[src/rtl/riscv_pkg.sv]
// Shared writeback definitions: load funct3 codes and the writeback entry state.
package riscv_pkg;

    localparam int XLEN      = 32;
    localparam int REG_ADDR_W = 5;

    localparam logic [2:0] LB  = 3'b000;
    localparam logic [2:0] LH  = 3'b001;
    localparam logic [2:0] LW  = 3'b010;
    localparam logic [2:0] LBU = 3'b100;
    localparam logic [2:0] LHU = 3'b101;

    typedef enum logic {
        EMPTY = 1'b0,
        FULL  = 1'b1
    } wb_state_t;

    function automatic logic [XLEN-1:0] ext8(input logic [7:0] b, input logic sgn);
        return {{24{sgn & b[7]}}, b};
    endfunction

    function automatic logic [XLEN-1:0] ext16(input logic [15:0] h, input logic sgn);
        return {{16{sgn & h[15]}}, h};
    endfunction

endpackage

[src/rtl/load_align.sv]
// Combinational load extraction: picks the byte/halfword/word lane from an aligned
// memory word and sign- or zero-extends it according to funct3.
module load_align
    import riscv_pkg::*;
(
    input  logic [XLEN-1:0] word,
    input  logic [1:0]      offset,
    input  logic [2:0]      funct3,
    output logic [XLEN-1:0] value
);

    logic [7:0]  w_byte;
    logic [15:0] w_half;

    always_comb begin
        w_byte = word[7:0];
        case (offset)
            2'd0: w_byte = word[7:0];
            2'd1: w_byte = word[15:8];
            2'd2: w_byte = word[23:16];
            2'd3: w_byte = word[31:24];
            default: w_byte = word[7:0];
        endcase
    end

    // Halfword lane follows offset[1] only; a misaligned offset[0] is ignored.
    assign w_half = offset[1] ? word[31:16] : word[15:0];

    always_comb begin
        value = word;
        case (funct3)
            LB:      value = ext8(w_byte, 1'b1);
            LBU:     value = ext8(w_byte, 1'b0);
            LH:      value = ext16(w_half, 1'b1);
            LHU:     value = ext16(w_half, 1'b0);
            default: value = word;
        endcase
    end

endmodule

[src/rtl/writeback_stage.sv]
// Single-entry writeback stage; holds loads until their data arrives.
// Optional 64-bit retire counter enabled by defining WRITEBACK_RETIRE_COUNTER_EN.
//
// state | meaning
// EMPTY | no instruction held, nothing to commit
// FULL  | entry held; commits when not a load or load data is valid
module writeback_stage
    import riscv_pkg::*;
(
    input  logic                  clk,
    input  logic                  rst_n,
    input  logic                  valid_in,
    input  logic [REG_ADDR_W-1:0] rd_address_in,
    input  logic [XLEN-1:0]       result_in,
    input  logic                  load_in,
    input  logic [2:0]            funct3_in,
    input  logic [XLEN-1:0]       load_data_in,
    input  logic                  load_data_valid_in,
    input  logic                  flush_in,
    output logic                  stall_out,
    output logic [REG_ADDR_W-1:0] rd_address,
    output logic [XLEN-1:0]       rd_data,
`ifdef WRITEBACK_RETIRE_COUNTER_EN
    output logic [63:0]           retire_count,
`endif
    output logic                  retired
);

    wb_state_t             r_state;
    logic [REG_ADDR_W-1:0] r_rd_address;
    logic [XLEN-1:0]       r_result;
    logic                  r_load;
    logic [2:0]            r_funct3;

    logic                  w_commit;
    logic                  w_capture;
    logic [XLEN-1:0]       w_load_value;

    // Reset and flush both suppress the commit so an abandoned entry never writes.
    assign w_commit  = rst_n && !flush_in && (r_state == FULL) &&
                       (!r_load || load_data_valid_in);
    assign stall_out = (r_state == FULL) && !w_commit;
    assign w_capture = valid_in && !stall_out && !flush_in;

    always_ff @(posedge clk) begin
        if (!rst_n) begin
            r_state      <= EMPTY;
            r_rd_address <= '0;
            r_result     <= '0;
            r_load       <= 1'b0;
            r_funct3     <= '0;
        end else begin
            if (w_capture) begin
                r_rd_address <= rd_address_in;
                r_result     <= result_in;
                r_load       <= load_in;
                r_funct3     <= funct3_in;
            end
            if (flush_in) begin
                r_state <= EMPTY;
            end else if (w_capture) begin
                r_state <= FULL;
            end else if (w_commit) begin
                r_state <= EMPTY;
            end
        end
    end

    load_align u_load_align (
        .word   (load_data_in),
        .offset (r_result[1:0]),
        .funct3 (r_funct3),
        .value  (w_load_value)
    );

    assign rd_address = w_commit ? r_rd_address : '0;
    assign rd_data    = r_load ? w_load_value : r_result;
    assign retired    = w_commit;

`ifdef WRITEBACK_RETIRE_COUNTER_EN
    logic [63:0] r_retire_count;

    always_ff @(posedge clk) begin
        if (!rst_n) begin
            r_retire_count <= '0;
        end else if (w_commit) begin
            r_retire_count <= r_retire_count + 64'd1;
        end
    end

    assign retire_count = r_retire_count;
`endif

endmodule
[config.mk]
export PLATFORM = sky130hd
export DESIGN_NAME = writeback_stage
export DESIGN_NICKNAME = d
export VERILOG_FILES = /design/src/rtl/riscv_pkg.sv /design/src/rtl/load_align.sv /design/src/rtl/writeback_stage.sv
export SDC_FILE = /design/constraint.sdc
export NUM_CORES = 1
export LEC_CHECK = 0
export CAP_MARGIN = 40
export CORE_ASPECT_RATIO = 2
export CORE_MARGIN = 2
export CORE_UTILIZATION = 45
export CTS_BUF_LIST = sky130_fd_sc_hd__clkbuf_8 sky130_fd_sc_hd__clkbuf_16
export DETAILED_ROUTE_END_ITERATION = 7
export DONT_BUFFER_PORTS = 1
export GPL_TIMING_DRIVEN = 0
export PLACE_DENSITY = 0.71
export SLEW_MARGIN = 10
export SYNTH_ARGS = -nofsm -noshare
export SYNTH_HDL_FRONTEND = slang
export SYNTH_SLANG_ARGS = --single-unit
[constraint.sdc]
create_clock -name clk -period 3.45 [get_ports clk]
set_input_delay 0.5175 -clock clk [delete_from_list [all_inputs] [get_ports clk]]
set_output_delay 0.5175 -clock clk [all_outputs]
set_load 0.005 [all_outputs]
==> results by group <==
Cells and area
  • Finished Cell Area: 0.00274 mm²
  • Share of layout cells above drive strength 1: under 10%
  • Synthesis-to-layout area growth: 7.10%
  • Diode count: 0
  • # nets final: 397
  • Final std cells w/o fill: 380

Worst setup path
  • FF-to-FF setup slack: roughly 1.8 ns
  • Setup crit end kind: output port
  • Setup CP Type: flip-flop to output port
  • Worst EP required: 2.93 ns
  • Worst r2r src: r_load
  • Crit path from: r_result[1]
  • Worst r2r path cells: 6
  • Crit Path Max Fanout: 10
  • End point of the critical path: rd_data[26]
  • Capturing point of the worst reg2reg path: r_result[28]
  • Worst endpoint data arrival time: 1.95 ns
  • Startpoint type of the worst setup path: flip-flop

Synthesis
  • Sequential share of the synthesized area: 32.9%
  • Async SR Flop Fraction: 0%
  • Post-synth top flop: dfxtp_1
  • Syn. warnings: 0
  • Number of synthesized flops with an enable pin: 0
  • Library cells used by synthesis: 34
  • Mapped Cells: 312
  • Synthesized area per cell: 8.19 µm²
  • Flop and latch count out of synthesis: between 40 and 50
  • Synthesized area: 0.00255 mm²
  • Syn Nets: 390

Pwr
  • Power Dens Cells: 408 mW/mm²
  • Worst-case vdd ir drop: 0.000568 V
  • Pleak: between 1 and 1.5 nW

STA
  • RSZ-0062 raised after global routing: false
  • Final min period: 2.47 ns
  • Setup Viol. Count Final: 0
  • Fmax: ~400 MHz
  • Worst Max-Slew Pin Slew: 0.558 ns
  • Pins Over Slew Limit: 0
  • Relative slew slack: between 60 and 70%
  • Hold Fails Final Rpt: 0
  • Final hold slack: 0.276 ns
  • Tcrit/Tclk final: 71.7%
  • Clock Skew: 0.00522 ns
  • Total negative setup slack: 0 ns

Route
  • Residual DRC: 0
  • Post-Route WL: 7.83 mm
  • Via Count: 2366
  • Routed WL per cell: 20.6 µm
  • Drt first pass iters: 4
  • Vias per cell: 6.23
  • ANT nets after route: 0
  • Initial DRC count: between 90 and 100

Global route
  • First-pass GRT wire length: 12.3 mm
  • Initial antenna violation count: 0
  • Number of global-route vias before repair: 2366
  • Largest net degree at the start of global routing: 13
  • Total GRT Usage: 25.3%
  • Total grt overflow: 0

Die
  • Io pins: 117
  • Cell Rows: 38
  • DIE AREA: 0.00633 mm²
  • Initial Util: 46.7%
  • Core Region: 0.00547 mm²
  • Die Ht: 111 µm
  • Die width: 57.3 µm

Placement
  • Cells after DPL: roughly 370
  • Placed cell area: between 0.002 and 0.003 mm²
  • Buffers on Ports: 0
  • DPL Wire Length: between 6 and 7 mm
  • Gpl congestion: 0.964

Clocking
  • Hold_buf cts: 0
  • CTS resizes: 0
  • CTS max path bufs: 2
  • CTS H-tree depth: 2
  • CTS tree: built
  • CTS Sinks: between 40 and 50
  • Total CTS buffers: 5
  • Post-CTS Setup Inserts: 0
  • CTS clk-pin slew, worst paths: 0.08 ns
  • Skew-Pair Late Insertion Delay: about 0.31 ns
  • Clock Root Buffer: clkbuf_8

Min path
  • Worst hold path depth: 1
  • Worst min-delay path class: input port to flip-flop

Status
  • Outcome: completed

Job
  • Max Cap Viol: 0
-- area by class of cell --
class                      count  area [µm²]
inverter                       5        18.8
fill                         552        2730
sequential                    42         841
clock buffer                   5        68.8
tap                           60        75.1
buffer                        30         145
clock inverter                 3        37.5
multi-input combinational    235        1550
-- registers in the layout, summed over array words and instances, names as in the netlist --
| signal | count |
|---|---|
| r_result | 32 |
| r_rd_address | 5 |
| r_funct3 | 3 |
| r_load | 1 |
| r_state | 1 |
-- worst max-delay path, stage by stage, from the launching register on --
cell and delay [ns]:
dfxtp_1 0.33, buf_6 0.13, mux2i_1 0.27, mux2i_1 0.13
and3_1 0.20, buf_6 0.13, buf_6 0.13, a221o_1 0.32
-- how the worst min path moves through the flow --
stage / from / to / slack, ns
after floorplan: r_rd_address[0] / r_rd_address[0] / 0.43
after global placement: r_rd_address[1] / r_rd_address[1] / 0.44
after detailed placement: r_rd_address[2] / r_rd_address[2] / 0.45
after CTS: flush_in / r_state / 0.27
after global routing: flush_in / r_state / 0.26
final: flush_in / r_state / 0.28
-- per-layer routing --
layer	track usage, %	wire length [µm]	part of all wire, %
met2	45.1	4160	53
met3	8.67	672	8.6
met5	0	0	0
met1	25.3	2720	35
met4	11.8	276	3.5
-- power breakdown --
part / switching [mW] / leakage (nW) / internal, mW
sequential: 0.0136 / 0.344 / 0.510
clock: 0.179 / 0.0607 / 0.211
combinational: 0.116 / 0.638 / 0.0870
-- synthesized netlist by cell type (all sizes together) (2+ instances only) --
master | instances | area, µm²
nor2 | 12 | 45.0
mux2i | 45 | 450
dfxtp | 42 | 841
mux2 | 6 | 67.6
a22oi | 8 | 60.1
nand2 | 85 | 319
a221o | 16 | 160
o221ai | 5 | 43.8
nor3b | 2 | 15.0
inv | 5 | 18.8
a21oi | 7 | 35.0
a31oi | 9 | 56.3
a22o | 8 | 70.1
buf | 11 | 73.8
and2 | 8 | 50.1
nor2b | 3 | 18.8
nand2b | 3 | 18.8
a2bb2oi | 5 | 43.8
clkbuf | 19 | 71.3
-- placed cells by master, fill, tap and decap left out, types with 2 or more instances in the layout --
cell type  Yosys  layout
nor3b_1        2       2
a21oi_1        7       7
nor2b_1        3       3
dfxtp_1       42      42
nor2_1        12      12
mux2_2         6       6
a22oi_1        8       8
o221ai_1       5       5
mux2i_1       45      45
inv_1          4       6
a22o_1         8       8
buf_6          3       3
a31oi_1        9       9
nand2b_1       3       3
a2bb2oi_1      5       5
nand2_1       85      85
a221o_1       16      16
buf_2          8       8
clkbuf_8       0       5
clkbuf_1      19      19
and2_1         8       8
-- logic make-up after synthesis --
family,share of synthesized area [%]
mux,20.3
flops,32.9
simple gates,19.5
compound gates,20.9
buf+inv,6.41
-- through the flow --
| step | utilization (%) | setup slack [ns] | power (mW) |
|---|---|---|---|
| finish | 50.0 | 0.978 | 1.12 |
| global route | 50.0 | 0.940 | 1.17 |
| CTS | 50.0 | 1.01 | 1.12 |
| detailed placement | 48.1 | 1.32 | 0.738 |
| global placement | 48.1 | 1.35 | 0.734 |
| floorplan | - | 1.51 | 0.694 |
Power figures use the tool's default switching activity.
